==> src/rtl/const_lut_arbiter.sv <==
// const_lut_arbiter
// -----------------
// Shares one combinational constant lookup table between two requesters.
// Arbitration is round-robin. Each requester has a valid/ready request
// channel and a valid/ready response channel. The response is registered
// and holds under backpressure. This block is the only driver of the
// shared LUT index.
//
// Ports:
//   clk, reset              clock; synchronous active-high reset
//   req0_valid/index/ready  requester 0 request channel
//   req1_valid/index/ready  requester 1 request channel
//   rsp0_valid/data/ready   requester 0 response channel
//   rsp1_valid/data/ready   requester 1 response channel
//   lut_index               index driven to the shared LUT
//   lut_value               LUT output, combinational from lut_index
//   busy                    a response is currently held
module const_lut_arbiter #(
    parameter int IDX_W  = 3,
    parameter int DATA_W = 8
) (
    input  logic              clk,
    input  logic              reset,
    input  logic              req0_valid,
    input  logic [IDX_W-1:0]  req0_index,
    output logic              req0_ready,
    input  logic              req1_valid,
    input  logic [IDX_W-1:0]  req1_index,
    output logic              req1_ready,
    output logic              rsp0_valid,
    output logic [DATA_W-1:0] rsp0_data,
    input  logic              rsp0_ready,
    output logic              rsp1_valid,
    output logic [DATA_W-1:0] rsp1_data,
    input  logic              rsp1_ready,
    output logic [IDX_W-1:0]  lut_index,
    input  logic [DATA_W-1:0] lut_value,
    output logic              busy
);

    typedef enum logic {
        IDLE = 1'b0,
        RESP = 1'b1
    } state_t;

    state_t             state_q, state_d;
    logic               owner_q;
    logic               last_grant_q;
    logic               rsp0_valid_q;
    logic               rsp1_valid_q;
    logic [DATA_W-1:0]  rsp_data_q;
    logic [IDX_W-1:0]   idx_hold_q;

    logic               owner_valid;
    logic               owner_ready;
    logic               handshake;
    logic               can_accept;
    logic               grant_valid;
    logic               grant_id;

    // The owner's handshake frees the response register in the same cycle,
    // so a new grant can land without a bubble. The non-owner's rsp_ready
    // never participates.
    always_comb begin
        owner_valid = owner_q ? rsp1_valid_q : rsp0_valid_q;
        owner_ready = owner_q ? rsp1_ready   : rsp0_ready;
        handshake   = (state_q == RESP) && owner_valid && owner_ready;
        can_accept  = !reset && ((state_q == IDLE) || handshake);
    end

    // Round-robin: on a tie the requester not granted last time wins.
    always_comb begin
        grant_valid = 1'b0;
        grant_id    = 1'b0;
        if (can_accept) begin
            if (req0_valid && req1_valid) begin
                grant_valid = 1'b1;
                grant_id    = ~last_grant_q;
            end else if (req0_valid) begin
                grant_valid = 1'b1;
                grant_id    = 1'b0;
            end else if (req1_valid) begin
                grant_valid = 1'b1;
                grant_id    = 1'b1;
            end
        end
    end

    // Without a grant the LUT index holds its last value so the table
    // input does not toggle while idle.
    always_comb begin
        if (reset) begin
            lut_index = '0;
        end else if (grant_valid) begin
            lut_index = grant_id ? req1_index : req0_index;
        end else begin
            lut_index = idx_hold_q;
        end
    end

    always_comb begin
        state_d = state_q;
        if (grant_valid) begin
            state_d = RESP;
        end else if (handshake) begin
            state_d = IDLE;
        end
    end

    always_ff @(posedge clk) begin
        if (reset) begin
            state_q <= IDLE;
        end else begin
            state_q <= state_d;
        end
    end

    // Response datapath and arbitration pointer. A handshake with no new
    // grant only clears valid; the stale data is left in place.
    always_ff @(posedge clk) begin
        if (reset) begin
            owner_q      <= 1'b0;
            last_grant_q <= 1'b1;
            rsp0_valid_q <= 1'b0;
            rsp1_valid_q <= 1'b0;
            rsp_data_q   <= '0;
            idx_hold_q   <= '0;
        end else if (grant_valid) begin
            owner_q      <= grant_id;
            last_grant_q <= grant_id;
            rsp0_valid_q <= ~grant_id;
            rsp1_valid_q <= grant_id;
            rsp_data_q   <= lut_value;
            idx_hold_q   <= lut_index;
        end else if (handshake) begin
            rsp0_valid_q <= 1'b0;
            rsp1_valid_q <= 1'b0;
        end
    end

    assign req0_ready = grant_valid && !grant_id;
    assign req1_ready = grant_valid && grant_id;
    assign rsp0_valid = rsp0_valid_q;
    assign rsp1_valid = rsp1_valid_q;
    assign rsp0_data  = rsp_data_q;
    assign rsp1_data  = rsp_data_q;
    assign busy       = (state_q == RESP);

endmodule
==> config.mk <==
export PLATFORM = sky130hd
export DESIGN_NAME = const_lut_arbiter
export DESIGN_NICKNAME = d
export VERILOG_FILES = /design/src/rtl/const_lut_arbiter.sv
export SDC_FILE = /design/constraint.sdc
export NUM_CORES = 1
export LEC_CHECK = 0
export ABC_AREA = 0
export ABC_CLOCK_PERIOD_IN_PS = 1300
export BUFFER_PORTS_ARGS = -buffer_cell sky130_fd_sc_hd__buf_2
export CORE_AREA = 4 4 50 52
export DETAILED_ROUTE_END_ITERATION = 12
export DIE_AREA = 0 0 54 56
export GPL_ROUTABILITY_DRIVEN = 0
export GPL_TIMING_DRIVEN = 0
export PLACE_DENSITY_LB_ADDON = 0.15
export SLEW_MARGIN = 0
export SYNTH_ARGS = -nofsm -noshare
export SYNTH_HDL_FRONTEND = slang
export SYNTH_SLANG_ARGS = --single-unit
==> constraint.sdc <==
create_clock -name clk -period 1.3 [get_ports clk]
set_input_delay 0.13 -clock clk [delete_from_list [all_inputs] [get_ports clk]]
set_output_delay 0.13 -clock clk [all_outputs]
set_load 0.01 [all_outputs]
# Yosys cells after proc, flatten, opt, wreduce, memory -nomap -nowiden
# Cells that the tools add are included.
# classes
muxes	16
bitwise	3
reduce_logical	10
# op_table
cell	count
1-bit two-way mux	13
3-bit two-way mux	3
1-bit logical AND	6
1-bit NOT	3
1-bit zero test	2
2-bit nonzero test	1
1-bit logical OR	1
# totals
out_inout_bits	24
wordCells	36
register_bits	16
input_bits	20

# Logic depth before layout (Yosys ltp)
# depth
depth_word	9
depth_mapped	5
depth_no_buf	3

# Worst setup path after synthesis
# No wires, ideal clock.
# synth_timing
kind	register -> output
start	reg rsp0_valid_q, in the netlist rsp0_valid
end	out lut_index[0]
n_path_buf	1
required_ps	1170
arrival_ps	1270
stages_incl_launch_ff	5
setup_slack_ps	-100
path_cell_list	dfxtp_1 > nand3b_4 > and3_4 > buf_6 > o32ai_1
# synth_via
elab_chain_len	9
word_cells_on_any_way	10
classes_between	6 x mux; 4 x reduce/logical
# synth_rtl
item	line	rtl
start: declaration	49	logic rsp0_valid_q;
start signal: assignment	131	rsp0_valid_q <= ~grant_id;
1-bit two-way mux (*)	65	owner_valid = owner_q ? rsp1_valid_q : rsp0_valid_q;
1-bit logical AND (*) (2 in series)	67	handshake = (state_q == RESP) && owner_valid && owner_ready;
1-bit logical OR (*)	68	can_accept = !reset && ((state_q == IDLE) || handshake);
1-bit logical AND (*)	68	
1-bit two-way mux	75	if (can_accept) begin
3-bit two-way mux	95	lut_index = grant_id ? req1_index : req0_index;
3-bit two-way mux (*)	94	end else if (grant_valid) begin
3-bit two-way mux (*)	92	if (reset) begin
end: declaration	36	output logic [IDX_W-1:0] lut_index,
# Mark *: on every way between the ends. The rest lies on a longest branch, timed or not.

# Final worst setup path
# layout_timing
start	reg owner_q
end	out lut_index[0]
# layout_via
elab_chain_len	9
word_cells_on_any_way	11
classes_between	7 x mux; 4 x reduce/logical
# layout_rtl
item	line	rtl
start: declaration	47	logic owner_q;
start signal: assignment	129	owner_q <= grant_id;
1-bit two-way mux	65	
1-bit logical AND	67	
1-bit logical AND (*)	67	
1-bit logical OR (*)	68	
1-bit logical AND (*)	68	
1-bit two-way mux	75	
3-bit two-way mux	95	
3-bit two-way mux (*)	94	
3-bit two-way mux (*)	92	
# Marked as above.

==> flow_summary.json <==
{
  "post-layout-total-power_mw": 1.288,
  "final-hold-violation-count": 0,
  "gr-usage-all-layers_pct": 15.43,
  "mostFrequentLayoutCell": "sky130_fd_sc_hd__buf_2",
  "cts_buffers": 3,
  "drcViolationCount": 0,
  "synth_top_cell_area_share_pct": 37.76,
  "drt_pre_antenna_iters": 4,
  "hpwlAfterDp_um": 1564,
  "multi_input_comb_area_um2": 506.7,
  "synthMuxAreaShare_pct": 9.440,
  "tightestPinTransition_ns": 0.6422,
  "cp.arrival_ns": 1.43,
  "worst_clock_skew_ns": 0.006467,
  "vdd_drop_max_uv": 601.4,
  "cts_hold_repair.buffers": 0,
  "grt_pass1_vias": 827,
  "internal_power_of_the_cells_mw": 0.9054,
  "die_width_um": 54,
  "synth_xor_area_share_pct": 0,
  "mostFrequentLayoutCells": "43 x sky130_fd_sc_hd__buf_2, 23 x sky130_fd_sc_hd__nand2_1, 19 x sky130_fd_sc_hd__buf_4",
  "initialDrtViolationCount": 14,
  "antennaDiodeCount": 0,
  "syn_to_final_growth_pct": 53.10,
  "final.setup.tns_ns": -2.001,
  "yosysSeqAreaShare_pct": 37.76,
  "global_route_wire_length_before_repair_um": 3505,
  "seqPwrFrac_pct": 44.0,
  "final_layout_size_suffix_gt1_share_pct": 57.05,
  "synth_seq_cells": 16,
  "share_of_the_cycle_needed_by_the_critical_path_after_routing_pct": 120.3,
  "routed-via-count": 890,
  "switching_power_mw": 0.3823,
  "placement.io_buffers": 42,
  "report.final.slew_viol_count": 0,
  "period_needed_ns": 1.564,
  "max-clock-path-buffers": 2,
  "cap_violations": 0,
  "required_ns": 1.17,
  "postLayoutCellArea_mm2": 0.001299,
  "p_per_area_mw_per_mm2": 991.5,
  "worst-setup-path-type": "register to output pin",
  "clk_transition_reported_paths_ns": 0.10,
  "synth_compound_area_share_pct": 21.53,
  "final-seq-area_um2": 329.1,
  "die-height_um": 56,
  "synthesized_area_per_cell_um2": 9.122,
  "post_synthesis_share_of_cell_area_spent_on_full_adders_half_adders_and_majority_gates_pct": 0,
  "power.static_leakage_nw": 0.6406,
  "fillers": 182,
  "hold_class": "primary input to register",
  "result_of_the_run": "finished, violations left",
  "floorplan.die_area_mm2": 0.003024,
  "clock.fmax_mhz": 639.5,
  "wl_um": 2238,
  "netlist_instances": 93,
  "netSwitchingFraction_pct": 29.69,
  "failing_checks": "negative setup slack",
  "synth.lib_cells_used.distinct": 24,
  "netlist.top_cell.by_area": "sky130_fd_sc_hd__dfxtp_1",
  "timing.final.setup_violations": 12,
  "unrepaired_setup_endpoints_after_global_routing": "true",
  "row_count": 17,
  "number_of_antenna_violations_at_the_first_check_in_global_routing": 0,
  "worst_hold_slack_ns": 0.06068,
  "ctsRootBufferMaster": "sky130_fd_sc_hd__clkbuf_4",
  "syn-cell-area_um2": 848.3,
  "worstSkewPairLatency_ns": 0.29,
  "clock_power_share_pct": 25.9,
  "placed_instance_area_mm2": 0.001117,
  "num-nets-final": 170,
  "synth_top_family_by_area": "compound AO/OA/AOI/OAI gates",
  "grt_overflow": 0,
  "critical_path.endpoint_type": "output pin",
  "grt_start_max_net_pins": 11,
  "path_max_fanout": 7,
  "io-pin-count": 44,
  "fin_util_pct": 61.68,
  "power_frac_comb_pct": 30.1,
  "syn-num-nets": 113,
  "ant_nets": 0,
  "crit_path_start_kind": "register",
  "setup_ws_ns": -0.2638,
  "post_drt_via_cell_ratio": 5.028,
  "cts_tree": "done",
  "numClockSinks": 16,
  "cts.htree.levels": 1,
  "slew_headroom_pct": 57.19,
  "avgRoutedWirePerCell_um": 12.64,
  "starting_utilization_of_the_core_area_pct": 40.29,
  "synthesis.yosys.warnings": 0,
  "post_synth_main_area_contributors": "sky130_fd_sc_hd__dfxtp_1 38%, sky130_fd_sc_hd__nand2_1 10%, sky130_fd_sc_hd__mux2i_1 9.4%",
  "fp.coreArea_mm2": 0.002106,
  "synth_simple_gate_area_share_pct": 18.29
}
final cells by class:
type / instances / share of cell area (%)
multi-input combinational: 60 / 39.02
sequential: 16 / 25.34
timing repair buffer: 53 / 22.54
buffer: 13 / 6.744
clock buffer: 4 / 2.794
tap: 28 / 2.697
inverter: 3 / 0.8670
state kept, by name (all words and copies together) (netlist names):
register / flops
rsp0_data: 8
idx_hold_q: 3
busy: 1
last_grant_q: 1
owner_q: 1
rsp0_valid: 1
rsp1_valid: 1
path summary, 6_finish.rpt:
path / start / depth (start not counted) / end / slack, ns
setup / recovery: owner_q$_SDFFE_PP0P_ / 5 / lut_index[0] / -0.26
hold / removal: reset / 2 / idx_hold_q[0]$_SDFFE_PP0P_ / 0.06
hold reg to reg: rsp0_data[7]$_SDFFE_PP0P_ / 2 / rsp0_data[7]$_SDFFE_PP0P_ / 0.48
setup reg to reg: owner_q$_SDFFE_PP0P_ / 6 / idx_hold_q[1]$_SDFFE_PP0P_ / -0.21
synthesized netlist by cell type:
library cell,instances
sky130_fd_sc_hd__nor2_1,3
sky130_fd_sc_hd__a32oi_1,3
sky130_fd_sc_hd__clkbuf_1,2
sky130_fd_sc_hd__buf_1,1
sky130_fd_sc_hd__dfxtp_1,16
sky130_fd_sc_hd__buf_2,1
sky130_fd_sc_hd__nor3_1,2
sky130_fd_sc_hd__o21ai_0,1
sky130_fd_sc_hd__o31a_1,1
sky130_fd_sc_hd__nand2_1,23
sky130_fd_sc_hd__and3_4,1
sky130_fd_sc_hd__nand3_2,1
sky130_fd_sc_hd__nand3b_4,1
sky130_fd_sc_hd__buf_4,8
sky130_fd_sc_hd__buf_6,2
sky130_fd_sc_hd__a31oi_1,3
sky130_fd_sc_hd__a21boi_1,1
sky130_fd_sc_hd__inv_1,3
sky130_fd_sc_hd__o32ai_1,8
sky130_fd_sc_hd__mux2i_1,8
sky130_fd_sc_hd__nand2b_1,1
sky130_fd_sc_hd__a31oi_4,1
sky130_fd_sc_hd__o221ai_1,1
sky130_fd_sc_hd__o32ai_2,1
layer usage:
layer | share of wire (%) | global-route usage (%) | up-vias
met2 | 50 | 26.82 | 26
met3 | 5.8 | 3.485 | 2
met1 | 44 | 17.78 | 420
met5 | 0 | 0 | -
met4 | 0.27 | 5.338 | 0
li1 | - | - | 442
metrics by stage:
step,setup WS [ns],instances
2_1_floorplan,-0.007400,93
3_5_place_dp,-0.1628,163
6_report,-0.2638,177
3_3_place_gp,-0.1539,163
5_1_grt,-0.3253,177
4_1_cts,-0.2817,175
cell families (layout without fill, tap and decap cells):
kind of cell           Yosys count  in the layout
buffers and inverters           17             73
AND/OR/NAND/NOR                 32             32
AO/OA/AOI/OAI                   20             20
multiplexers                     8              8
flip-flops                      16             16
repair_timing:
action | CTS | global route
setup endpoints to repair | 12 | 12
setup buffers | 9 | 2
pin swaps | 6 | 0
gates resized for setup | 13 | 3
power by group through the flow:
stage	Clock, mW	Sequential, mW	Combinational [mW]
floorplan	0	0.582	0.200
CTS	0.344	0.565	0.377
detailed placement	0	0.572	0.324
global placement	0	0.570	0.319
global route	0.367	0.573	0.420
finish	0.334	0.566	0.388
worst max-delay path, cell delays in order (launching register included):
cell,delay (ns)
sky130_fd_sc_hd__dfxtp_2,0.36
sky130_fd_sc_hd__nand3b_4,0.18
sky130_fd_sc_hd__a31oi_4,0.20
sky130_fd_sc_hd__buf_6,0.16
sky130_fd_sc_hd__o32ai_4,0.08
sky130_fd_sc_hd__buf_2,0.17
Note: power is estimated with default switching activity, not from simulation.
